[src/rtl/hd63701_biram_arbiter.sv]
// HD63701 built-in RAM arbiter: CPU first, loader (A) and monitor (B) round-robin.
// Optional macro RAMARB_STEAL_EN adds wait counters and a one-cycle CPU stall.
module hd63701_biram_arbiter #(
  parameter int WAIT_W   = 4,
  parameter int WAIT_MAX = 15
) (
  input  logic        mcu_clx2,
  input  logic        mcu_rst,
  input  logic [15:0] cpu_ad,
  input  logic        cpu_wr,
  input  logic [7:0]  cpu_do,
  output logic        cpu_hold,
  output logic [6:0]  ram_ad,
  output logic        ram_we,
  output logic [7:0]  ram_wd,
  input  logic [7:0]  ram_rd,
  input  logic        a_req,
  input  logic        a_we,
  input  logic [6:0]  a_addr,
  input  logic [7:0]  a_wdata,
  output logic        a_ack,
  output logic [7:0]  a_rdata,
  input  logic        b_req,
  input  logic        b_we,
  input  logic [6:0]  b_addr,
  input  logic [7:0]  b_wdata,
  output logic        b_ack,
  output logic [7:0]  b_rdata
);

  if (WAIT_MAX < 1 || WAIT_MAX > (2**WAIT_W) - 1) begin : g_bad_cfg
    $error("WAIT_MAX does not fit in WAIT_W bits");
  end

  logic       cpu_own;
  logic       a_elig, b_elig;
  logic       a_gnt, b_gnt;
  logic       a_ack_q, a_ack_d;
  logic       b_ack_q, b_ack_d;
  logic       a_rd_q, a_rd_d;
  logic       b_rd_q, b_rd_d;
  logic [7:0] a_rdata_q, a_rdata_d;
  logic [7:0] b_rdata_q, b_rdata_d;
  logic       ptr_q, ptr_d;
  logic [6:0] ram_ad_q, ram_ad_d;

  // Ownership and grant: CPU wins its cycle, requester in ack cycle is masked
  always_comb begin
    cpu_own = (cpu_ad[15:7] == 9'b0_0000_0001) && !cpu_hold;
    a_elig  = a_req && !a_ack_q;
    b_elig  = b_req && !b_ack_q;
    a_gnt   = !cpu_own && a_elig && (!b_elig || !ptr_q);
    b_gnt   = !cpu_own && b_elig && !a_gnt;
  end

  // RAM port mux; address holds when nobody drives it
  always_comb begin
    ram_ad_d = ram_ad_q;
    ram_we   = 1'b0;
    ram_wd   = 8'h00;
    unique case (1'b1)
      cpu_own: begin
        ram_ad_d = cpu_ad[6:0];
        ram_we   = cpu_wr;
        ram_wd   = cpu_do;
      end
      a_gnt: begin
        ram_ad_d = a_addr;
        ram_we   = a_we;
        ram_wd   = a_wdata;
      end
      b_gnt: begin
        ram_ad_d = b_addr;
        ram_we   = b_we;
        ram_wd   = b_wdata;
      end
      default: ;
    endcase
    if (mcu_rst) ram_we = 1'b0;
  end

  assign ram_ad = ram_ad_d;

  // Completion pulse, read-data capture and round-robin pointer
  always_comb begin
    a_ack_d   = a_gnt;
    b_ack_d   = b_gnt;
    a_rd_d    = a_gnt && !a_we;
    b_rd_d    = b_gnt && !b_we;
    a_rdata_d = (a_ack_q && a_rd_q) ? ram_rd : a_rdata_q;
    b_rdata_d = (b_ack_q && b_rd_q) ? ram_rd : b_rdata_q;
    ptr_d     = ptr_q;
    if (a_gnt) ptr_d = 1'b1;
    else if (b_gnt) ptr_d = 1'b0;
  end

  // Arbiter state registers
  always_ff @(posedge mcu_clx2) begin
    if (mcu_rst) begin
      a_ack_q   <= 1'b0;
      b_ack_q   <= 1'b0;
      a_rd_q    <= 1'b0;
      b_rd_q    <= 1'b0;
      a_rdata_q <= 8'h00;
      b_rdata_q <= 8'h00;
      ptr_q     <= 1'b0;
    end else begin
      a_ack_q   <= a_ack_d;
      b_ack_q   <= b_ack_d;
      a_rd_q    <= a_rd_d;
      b_rd_q    <= b_rd_d;
      a_rdata_q <= a_rdata_d;
      b_rdata_q <= b_rdata_d;
      ptr_q     <= ptr_d;
    end
  end

  // Last RAM address, only meaningful as an idle-cycle hold value
  always_ff @(posedge mcu_clx2) begin
    ram_ad_q <= ram_ad_d;
  end

  assign a_ack   = a_ack_q;
  assign b_ack   = b_ack_q;
  assign a_rdata = a_rdata_d;
  assign b_rdata = b_rdata_d;

`ifdef RAMARB_STEAL_EN
  typedef enum logic {
    ST_NORMAL = 1'b0,
    ST_STEAL  = 1'b1
  } state_e;

  localparam logic [WAIT_W-1:0] WaitLim = WAIT_W'(WAIT_MAX);

  state_e            state_q, state_d;
  logic [WAIT_W-1:0] a_wait_q, a_wait_d;
  logic [WAIT_W-1:0] b_wait_q, b_wait_d;

  assign cpu_hold = (state_q == ST_STEAL);

  // Saturating wait counters; cleared on issue or abort
  always_comb begin
    a_wait_d = a_wait_q;
    b_wait_d = b_wait_q;
    if (!a_req || a_gnt) a_wait_d = '0;
    else if (a_wait_q != WaitLim) a_wait_d = a_wait_q + 1'b1;
    if (!b_req || b_gnt) b_wait_d = '0;
    else if (b_wait_q != WaitLim) b_wait_d = b_wait_q + 1'b1;
  end

  // One STEAL cycle when a counter saturates, never two in a row
  always_comb begin
    state_d = ST_NORMAL;
    if (state_q == ST_NORMAL &&
        (a_wait_d == WaitLim || b_wait_d == WaitLim))
      state_d = ST_STEAL;
  end

  // Steal FSM and counter registers
  always_ff @(posedge mcu_clx2) begin
    if (mcu_rst) begin
      state_q  <= ST_NORMAL;
      a_wait_q <= '0;
      b_wait_q <= '0;
    end else begin
      state_q  <= state_d;
      a_wait_q <= a_wait_d;
      b_wait_q <= b_wait_d;
    end
  end
`else
  assign cpu_hold = 1'b0;
`endif

endmodule
[config.mk]
export PLATFORM = sky130hd
export DESIGN_NAME = hd63701_biram_arbiter
export DESIGN_NICKNAME = d
export VERILOG_FILES = /design/src/rtl/hd63701_biram_arbiter.sv
export SDC_FILE = /design/constraint.sdc
export NUM_CORES = 1
export LEC_CHECK = 0
export BUFFER_PORTS_ARGS = -buffer_cell sky130_fd_sc_hd__buf_2
export CAP_MARGIN = 25
export CORE_MARGIN = 5
export CORE_UTILIZATION = 37
export DETAILED_ROUTE_END_ITERATION = 8
export GPL_ROUTABILITY_DRIVEN = 0
export PLACE_DENSITY = 0.76
export SYNTH_ARGS = -nofsm -noshare
export SYNTH_HDL_FRONTEND = slang
export SYNTH_SLANG_ARGS = --single-unit
[constraint.sdc]
create_clock -name mcu_clx2 -period 1.6 [get_ports mcu_clx2]
set_input_delay 0.32 -clock mcu_clx2 [delete_from_list [all_inputs] [get_ports mcu_clx2]]
set_output_delay 0.32 -clock mcu_clx2 [all_outputs]
set_load 0.1 [all_outputs]
* Word-level counts from Yosys, hierarchy flattened
Index checks and enable logic that the tools add are counted.
** Storage, ports and cells
- Register bits after elaboration :: 28
- Input port bits :: 69
- Output and inout port bits :: 35
- Word-level logic and storage cells :: 37
** Cells by class
- Equality and inequality tests :: 1
- Reduce and logical (&&, ||, !) cells :: 20
- Muxes and demuxes :: 8
** Operators with widths (number)
- $pmux 8 s3 :: 1
- $pmux 7 s3 :: 1
- $mux 8 :: 2
- $logic_and 1x1->1 :: 10
- $eq 9x1->1 const B :: 1
- $logic_not 1->1 :: 8
- $mux 1 :: 3
- $pmux 1 s3 :: 1
- $reduce_bool 2->1 :: 1
- $logic_or 1x1->1 :: 1

* Depth between registers and ports, before layout
Gate-level depths: netlist (run 1).
- Depth in word-level cells :: 9
- Mapped depth :: 6

* Worst setup path before layout (run 1)
Ideal clock, no wire load.
- Path kind :: flip-flop to output port
- Start :: reg b_ack_q, in the netlist b_ack
- End :: out ram_we
- Cell stages (with the launch flop) :: 6
- Path slack :: -2908 ps
- Data required time :: 1280 ps
- Arrival time :: 4188 ps
- Path through :: dfxtp_1 > nor2b_1 > a21oi_2 > buf_2 > nand2_1 > a311oi_1
** On the way
- Longest elaborated chain between the ends :: 9
- Elaborated cells between the ends (all ways) :: 10
- Classes of those cells :: mux (2); reduce/logical (8)
** Ends and longest elaborated chain
- from (decl) :: RTL line 39 : logic b_ack_q, b_ack_d;
- from (signal assigned) :: RTL line 109 : b_ack_q <= b_ack_d;
- $logic_not 1->1 (*) :: RTL line 51 : b_elig = b_req && !b_ack_q;
- $logic_and 1x1->1 (*) :: RTL line 51
- $logic_not 1->1 :: RTL line 52 : a_gnt = !cpu_own && a_elig && (!b_elig || !ptr_q);
- $logic_or 1x1->1 :: RTL line 52
- $logic_and 1x1->1 :: RTL line 52
- $logic_not 1->1 :: RTL line 53 : b_gnt = !cpu_own && b_elig && !a_gnt;
- $logic_and 1x1->1 :: RTL line 53
- $pmux 1 s3 (*) :: RTL line 61 : unique case (1'b1)
- $mux 1 (*) :: RTL line 79 : if (mcu_rst) ram_we = 1'b0;
- to (decl) :: RTL line 14 : output logic ram_we,
Every way passes the cells marked *; elsewhere a longest branch is shown, timed or not.

* Final worst setup path (run 1)
- Start :: reg b_ack_q, in the netlist b_ack
- End :: out ram_ad[1]
** On the way
- Longest elaborated chain between the ends :: 8
- Elaborated cells between the ends (all ways) :: 9
- Classes of those cells :: mux (1); reduce/logical (8)
** Ends and longest elaborated chain
- $logic_not 1->1 (*) :: RTL line 51
- $logic_and 1x1->1 (*) :: RTL line 51
- $logic_not 1->1 :: RTL line 52
- $logic_or 1x1->1 :: RTL line 52
- $logic_and 1x1->1 :: RTL line 52
- $logic_not 1->1 :: RTL line 53
- $logic_and 1x1->1 :: RTL line 53
- $pmux 7 s3 (*) :: RTL line 61
- to (decl) :: RTL line 13 : output logic [6:0] ram_ad,
Marks and branches as above.

==> results_dict.tcl, run 1 <==
set metrics [dict create \
    row_count 23 \
    slowest_delay_ns 0.37 \
    power_mw 2.323 \
    drt_iter0_drc 39 \
    ant_nets 0 \
    final_cell_mix "buf_2, buf_12, dfxtp_1" \
    yosysTopAreaCell "dfxtp_1" \
    holdBufCountCts 0 \
    dieArea_um2 5358 \
    area_growth_pct 113.7 \
    fin_cells 331 \
    wl_per_cell_um 16.25 \
    core_area_um2 3943 \
    numCtsBuffers 3 \
    r2r-start "b_ack$_SDFF_PP0_" \
    finClkSkew_ns 0.003335 \
    first_pass_iters 4 \
    path_delay_family "compound AO/OA/AOI/OAI gates" \
    violations "negative setup slack" \
    combPwrFrac_pct 51.2 \
    finalWirelength_mm 5.378 \
    crit_end "ram_ad[1]" \
    grt_pass1_wl_mm 8.328 \
    ys_seq_area_share_pct 37.93 \
    hold_class "primary input to flop" \
    netlist.area_leader.share_pct 37.93 \
    diodes 0 \
    grt_usage_pct 19.50 \
    critPathRequiredTime_ns 1.28 \
    synth_nets 238 \
    fin_crit_ns 2.158 \
    arrival_ns 1.84 \
    grt_pass1_vias 1818 \
    die_x_um 73.20 \
    rr_endpoint "ram_ad_q[1]$_DFF_P_" \
    synth.area.mux_share_pct 12.19 \
    cts-root-buf "clkbuf_8" \
    fin_crit_sh_pct 134.9 \
    ys_warn_count 0 \
    status "finished with violations" \
    setup_viol 32 \
    cp.depth 5 \
    power_frac_clock_pct 16.3 \
    switching_share_pct 40.90 \
    antenna_found_initial 0 \
    die_h_um 73.20 \
    initial_core_util_pct 37.48 \
    reg2reg_setup_slack_ns 0.14 \
    end_kind "output pin" \
    syn-cell-area_um2 1478 \
    whs_ns 0.2144 \
    dp_hpwl_mm 4.088 \
    reg2reg_depth 4 \
    leakage_nw 1.391 \
    synth_top_family_by_area "simple AND/OR/NAND/NOR gates" \
    critPathLaunch "b_ack$_SDFF_PP0_" \
    synth_adder_area_share_pct 0 \
    critical_path.slowest_cell "dfxtp_4" \
    dpl.cell_count 323 \
    seq_power_share_pct 32.5 \
    final-hold-violation-count 0 \
    overflow 0 \
    cp_max_fo 6 \
    clock_path_buffers 2 \
    drive_gt1_share_pct 64.77 \
    worstSetupPathType "flop to output pin" \
    final_util_pct 80.10 \
    pin_count 104 \
    synth_cell_types 29 \
    yosys.area_share.xor_xnor_pct 0 \
    fmax_mhz 463.4 \
    cts_tree "done" \
    nNetsFinal 351 \
    drv_cap 0 \
    syn_avg_cell_area_um2 8.744 \
    port-buffer-count 102 \
    cts_htree_levels 1 \
    synth_area_leaders "dfxtp_1, mux2_2, nor2b_1" \
    power.internal_mw 1.373 \
    insertion_delay_ns 0.27 \
    synthCells 169 \
    viasPerCell 5.178 \
    synth-seq-cells 28 \
    path_cells "nor2b_4 > a21o_2 > nand4_1 > a311oi_4 > buf_12" \
    start_kind "flop" \
    grt_max_degree 22 \
    clkTransAtPathRegs_ns 0.09 \
    rsz0062_at_grt "true" \
    powerDensity_nw_per_um2 735.5 \
    slew_viol_final 0 \
    switchingPower_mw 0.9499 \
    drcViolationCount 0 \
    fin_ws_ns -0.5581 \
    cts_sinks 28 \
    final_common_cell "buf_2" \
    vdd_ir_drop_max_v 0.0003644 \
    yosys.area_share.simple_pct 30.48 \
    crit_buf_inv 1 \
    routed-via-count 1714 \
    synth_compound_gate_area_share_pct 13.72 \
]
cell type report:
class	count	area (um2)
clock inverters	1	3.754
well taps	50	62.56
multi-input cells	127	1289
repair buffers	121	1190
inverters	1	3.754
clock buffers	3	41.29
flip-flops and latches	28	568.0
fillers	217	784.5
per-stage QoR:
stage | worst slack [ns] | area (um2) | TNS (ns)
global route | -0.6266 | 3158 | -12.76
floorplan | -0.9224 | 1892 | -17.50
finish | -0.5581 | 3158 | -11.01
detailed placement | -0.4232 | 2963 | -6.305
CTS | -0.4947 | 3087 | -9.550
global placement | -0.3858 | 2963 | -5.718
cells in the mapped netlist:
library cell   n
dfxtp_1       28
nand2_1       19
nor2_1        18
nor2b_1       17
mux2_2        16
nand3_1       10
a31oi_1        9
nor3_1         9
nand4_1        7
a311oi_2       6
buf_2          6
clkbuf_1       4
a21o_1         2
buf_4          2
nand2b_1       2
a211o_1        1
a21bo_1        1
a21oi_1        1
a21oi_2        1
a311oi_1       1
and2_4         1
and3_1         1
buf_6          1
clkbuf_2       1
conb_1         1
inv_1          1
nand3_2        1
nor3b_1        1
nor4_4         1
cell families (layout without fill, tap and decap cells):
| logic type | Yosys count | count (layout) |
|---|---|---|
| compound gates | 22 | 23 |
| flops | 28 | 28 |
| mux | 16 | 16 |
| buf+inv | 15 | 126 |
| other cells | 1 | 1 |
| simple gates | 87 | 87 |
sequential cells by signal, indices dropped and copies added (netlist names):
signal,cells
b_ack,1
a_rdata_q,8
a_rd_q,1
b_rdata_q,8
ram_ad_q,7
a_ack,1
b_rd_q,1
ptr_q,1
what timing repair did:
action | CTS | global route
endpoints found under the setup margin | 32 | 32
cloned | 0 | 1
pin swaps | 7 | 7
gates resized for setup | 15 | 13
setup buffers | 2 | 1
power groups by stage:
stage          logic, mW  registers, mW  clock network (mW)
2_1_floorplan      0.729          0.784                   0
3_3_place_gp        1.12          0.762                   0
3_5_place_dp        1.13          0.764                   0
4_1_cts             1.16          0.751               0.384
5_1_grt             1.23          0.758               0.407
6_report            1.19          0.755               0.379
per-layer routing:
layer | vias to the layer above | part of all wire (%) | global-route usage, %
li1 | 823 | - | -
met1 | 821 | 38 | 21.71
met2 | 64 | 54 | 37.04
met3 | 6 | 6.7 | 3.857
met4 | 0 | 1.4 | 5.123
met5 | - | 0 | 0
worst min-delay path by stage:
stage / startpoint / endpoint / slack (ns) / depth (start not counted)
floorplan: mcu_rst / a_rdata_q[6]$_SDFF_PP0_ / 0.39 / 1
global placement: b_we / b_rd_q$_SDFF_PP0_ / 0.51 / 2
detailed placement: b_we / b_rd_q$_SDFF_PP0_ / 0.51 / 2
CTS: b_we / b_rd_q$_SDFF_PP0_ / 0.22 / 2
global route: b_we / b_rd_q$_SDFF_PP0_ / 0.22 / 2
finish: b_we / b_rd_q$_SDFF_PP0_ / 0.21 / 2
Power figures use the tool's default switching activity.
==> run 2, diff against run 1 <==
--- a/config.mk
+++ b/config.mk
@@ -8,10 +8,11 @@
 export BUFFER_PORTS_ARGS = -buffer_cell sky130_fd_sc_hd__buf_2
 export CAP_MARGIN = 25
 export CORE_MARGIN = 5
-export CORE_UTILIZATION = 37
+export CORE_UTILIZATION = 38
+export CTS_BUF_LIST = sky130_fd_sc_hd__clkbuf_4
 export DETAILED_ROUTE_END_ITERATION = 8
 export GPL_ROUTABILITY_DRIVEN = 0
-export PLACE_DENSITY = 0.76
+export PLACE_DENSITY = 0.78
 export SYNTH_ARGS = -nofsm -noshare
 export SYNTH_HDL_FRONTEND = slang
 export SYNTH_SLANG_ARGS = --single-unit
==> run 2 against run 1 <==
The flow still finishes with violations (negative setup slack). Fmax is 1.9% lower. Core utilization is 7.1 points higher. Count of clock-buffer cells in the layout unchanged. Register-to-register slack improved by 0.04 ns. Clock skew increased by 0.0086 ns. Critical path type unchanged. Largest cell class is now buffers. Highest routed layer unchanged.
==> results_dict.tcl, run 2 (synthesis results as in run 1) <==
set metrics [dict create \
    status "finished with violations" \
    violations "negative setup slack" \
    setup_viol 32 \
    power.internal_mw 1.313 \
    arrival_ns 1.88 \
    antenna_found_initial 0 \
    first_pass_iters 5 \
    viasPerCell 5.100 \
    clock_path_buffers 2 \
    leakage_nw 1.431 \
    fin_setup_tns_ns -12.04 \
    port-buffer-count 102 \
    pin_count 104 \
    diodes 0 \
    insertion_delay_ns 0.33 \
    finClkSkew_ns 0.01198 \
    nNetsFinal 363 \
    dieArea_um2 5236 \
    cts_tree "done" \
    initial_core_util_pct 39.76 \
    final_common_cell "buf_2" \
    fin_crit_ns 2.200 \
    power_frac_clock_pct 13.1 \
    area_growth_pct 119.4 \
    power_mw 2.273 \
    clkTransAtPathRegs_ns 0.14 \
    switching_share_pct 42.22 \
    final_cell_mix "buf_2, buf_12, dfxtp_1" \
    row_count 22 \
    fill_cells 175 \
    grt_usage_pct 23.21 \
    powerDensity_nw_per_um2 701.1 \
    grt_pass1_vias 1907 \
    numCtsBuffers 3 \
    drv_cap 0 \
    wl_per_cell_um 17.54 \
    drt_iter0_drc 104 \
    finalWirelength_mm 5.982 \
    combPwrFrac_pct 53.7 \
    seq_power_share_pct 33.2 \
    grt_max_degree 22 \
    fin_ws_ns -0.6002 \
    end_kind "output pin" \
    cts-root-buf "clkbuf_4" \
    holdBufCountCts 0 \
    seq_area_um2 568.0 \
    drcViolationCount 0 \
    ant_nets 0 \
    slew_viol_final 0 \
    routed-via-count 1739 \
    vdd_ir_drop_max_v 0.0004824 \
    core_area_um2 3716 \
    die_h_um 72.36 \
    critPathRequiredTime_ns 1.28 \
    grt_pass1_wl_mm 9.473 \
    final-hold-violation-count 0 \
    fin_crit_sh_pct 137.5 \
    overflow 0 \
    drive_gt1_share_pct 66.55 \
    cts_sinks 28 \
    start_kind "flop" \
    multi_input_area_um2 1287 \
    die_x_um 72.36 \
    cp_max_fo 6 \
    cts_htree_levels 1 \
    dp_hpwl_mm 4.258 \
    fmax_mhz 454.5 \
    hold_class "primary input to flop" \
    rsz0062_at_grt "true" \
    switchingPower_mw 0.9596 \
    reg_top3 "a_rdata_q x8, b_rdata_q x8, ram_ad_q x7" \
    worstSetupPathType "flop to output pin" \
]
[run 2: final cells by class]
| cell class | instances | area share [%] |
|---|---|---|
| timing repair buffer | 134 | 39.98 |
| multi-input combinational | 126 | 39.71 |
| sequential | 28 | 17.52 |
| tap | 48 | 1.853 |
| clock buffer | 3 | 0.6947 |
| clock inverter | 1 | 0.1158 |
| inverter | 1 | 0.1158 |
[run 2: power by group through the flow]
stage	logic [mW]	registers [mW]	clock network, mW
finish	1.22	0.754	0.297
global route	1.26	0.758	0.334
CTS	1.21	0.751	0.298
detailed placement	1.14	0.763	0
global placement	1.12	0.761	0
floorplan	0.729	0.784	0
[run 2: metrics by stage]
stage / setup slack [ns] / hold WS [ns] / std cells / utilization, % / area (um2)
2_1_floorplan: -0.9224 / 0.3916 / 169 / - / 1892
3_3_place_gp: -0.4049 / 0.5146 / 321 / 80.00 / 2973
3_5_place_dp: -0.4615 / 0.5080 / 321 / 80.00 / 2973
4_1_cts: -0.5595 / 0.1505 / 339 / 86.80 / 3226
5_1_grt: -0.6866 / 0.1488 / 341 / 87.24 / 3242
6_report: -0.6002 / 0.1592 / 341 / 87.24 / 3242
[run 2: worst max-delay path: stages (launching register included)]
cell,delay [ns]
dfxtp_4,0.39
nor2b_4,0.19
a21o_4,0.18
buf_6,0.11
nand4_1,0.15
a311oi_4,0.31
buf_12,0.22
[run 2: path summary, 6_finish.rpt]
path                       start                   to  slack (ns)  cells after the start
max             b_ack$_SDFF_PP0_            ram_ad[0]       -0.60                      6
min                         a_we    a_rd_q$_SDFF_PP0_        0.16                      2
max reg2reg     b_ack$_SDFF_PP0_  ram_ad_q[0]$_DFF_P_        0.18                      5
min reg2reg  ram_ad_q[4]$_DFF_P_  ram_ad_q[4]$_DFF_P_        0.62                      2
[run 2: timing repair]
action / CTS / global route
buffers inserted: 16 / 4
resized for setup: 30 / 3
pin swaps: 16 / 2
endpoints found under the setup margin: 32 / 33
gates cloned: 0 / 0
[run 2: per-layer routing]
metal,track usage [%],wire length (um)
met4,6.054,77
met2,42.16,3121
met3,6.371,485
met1,26.52,2297
met5,0,0
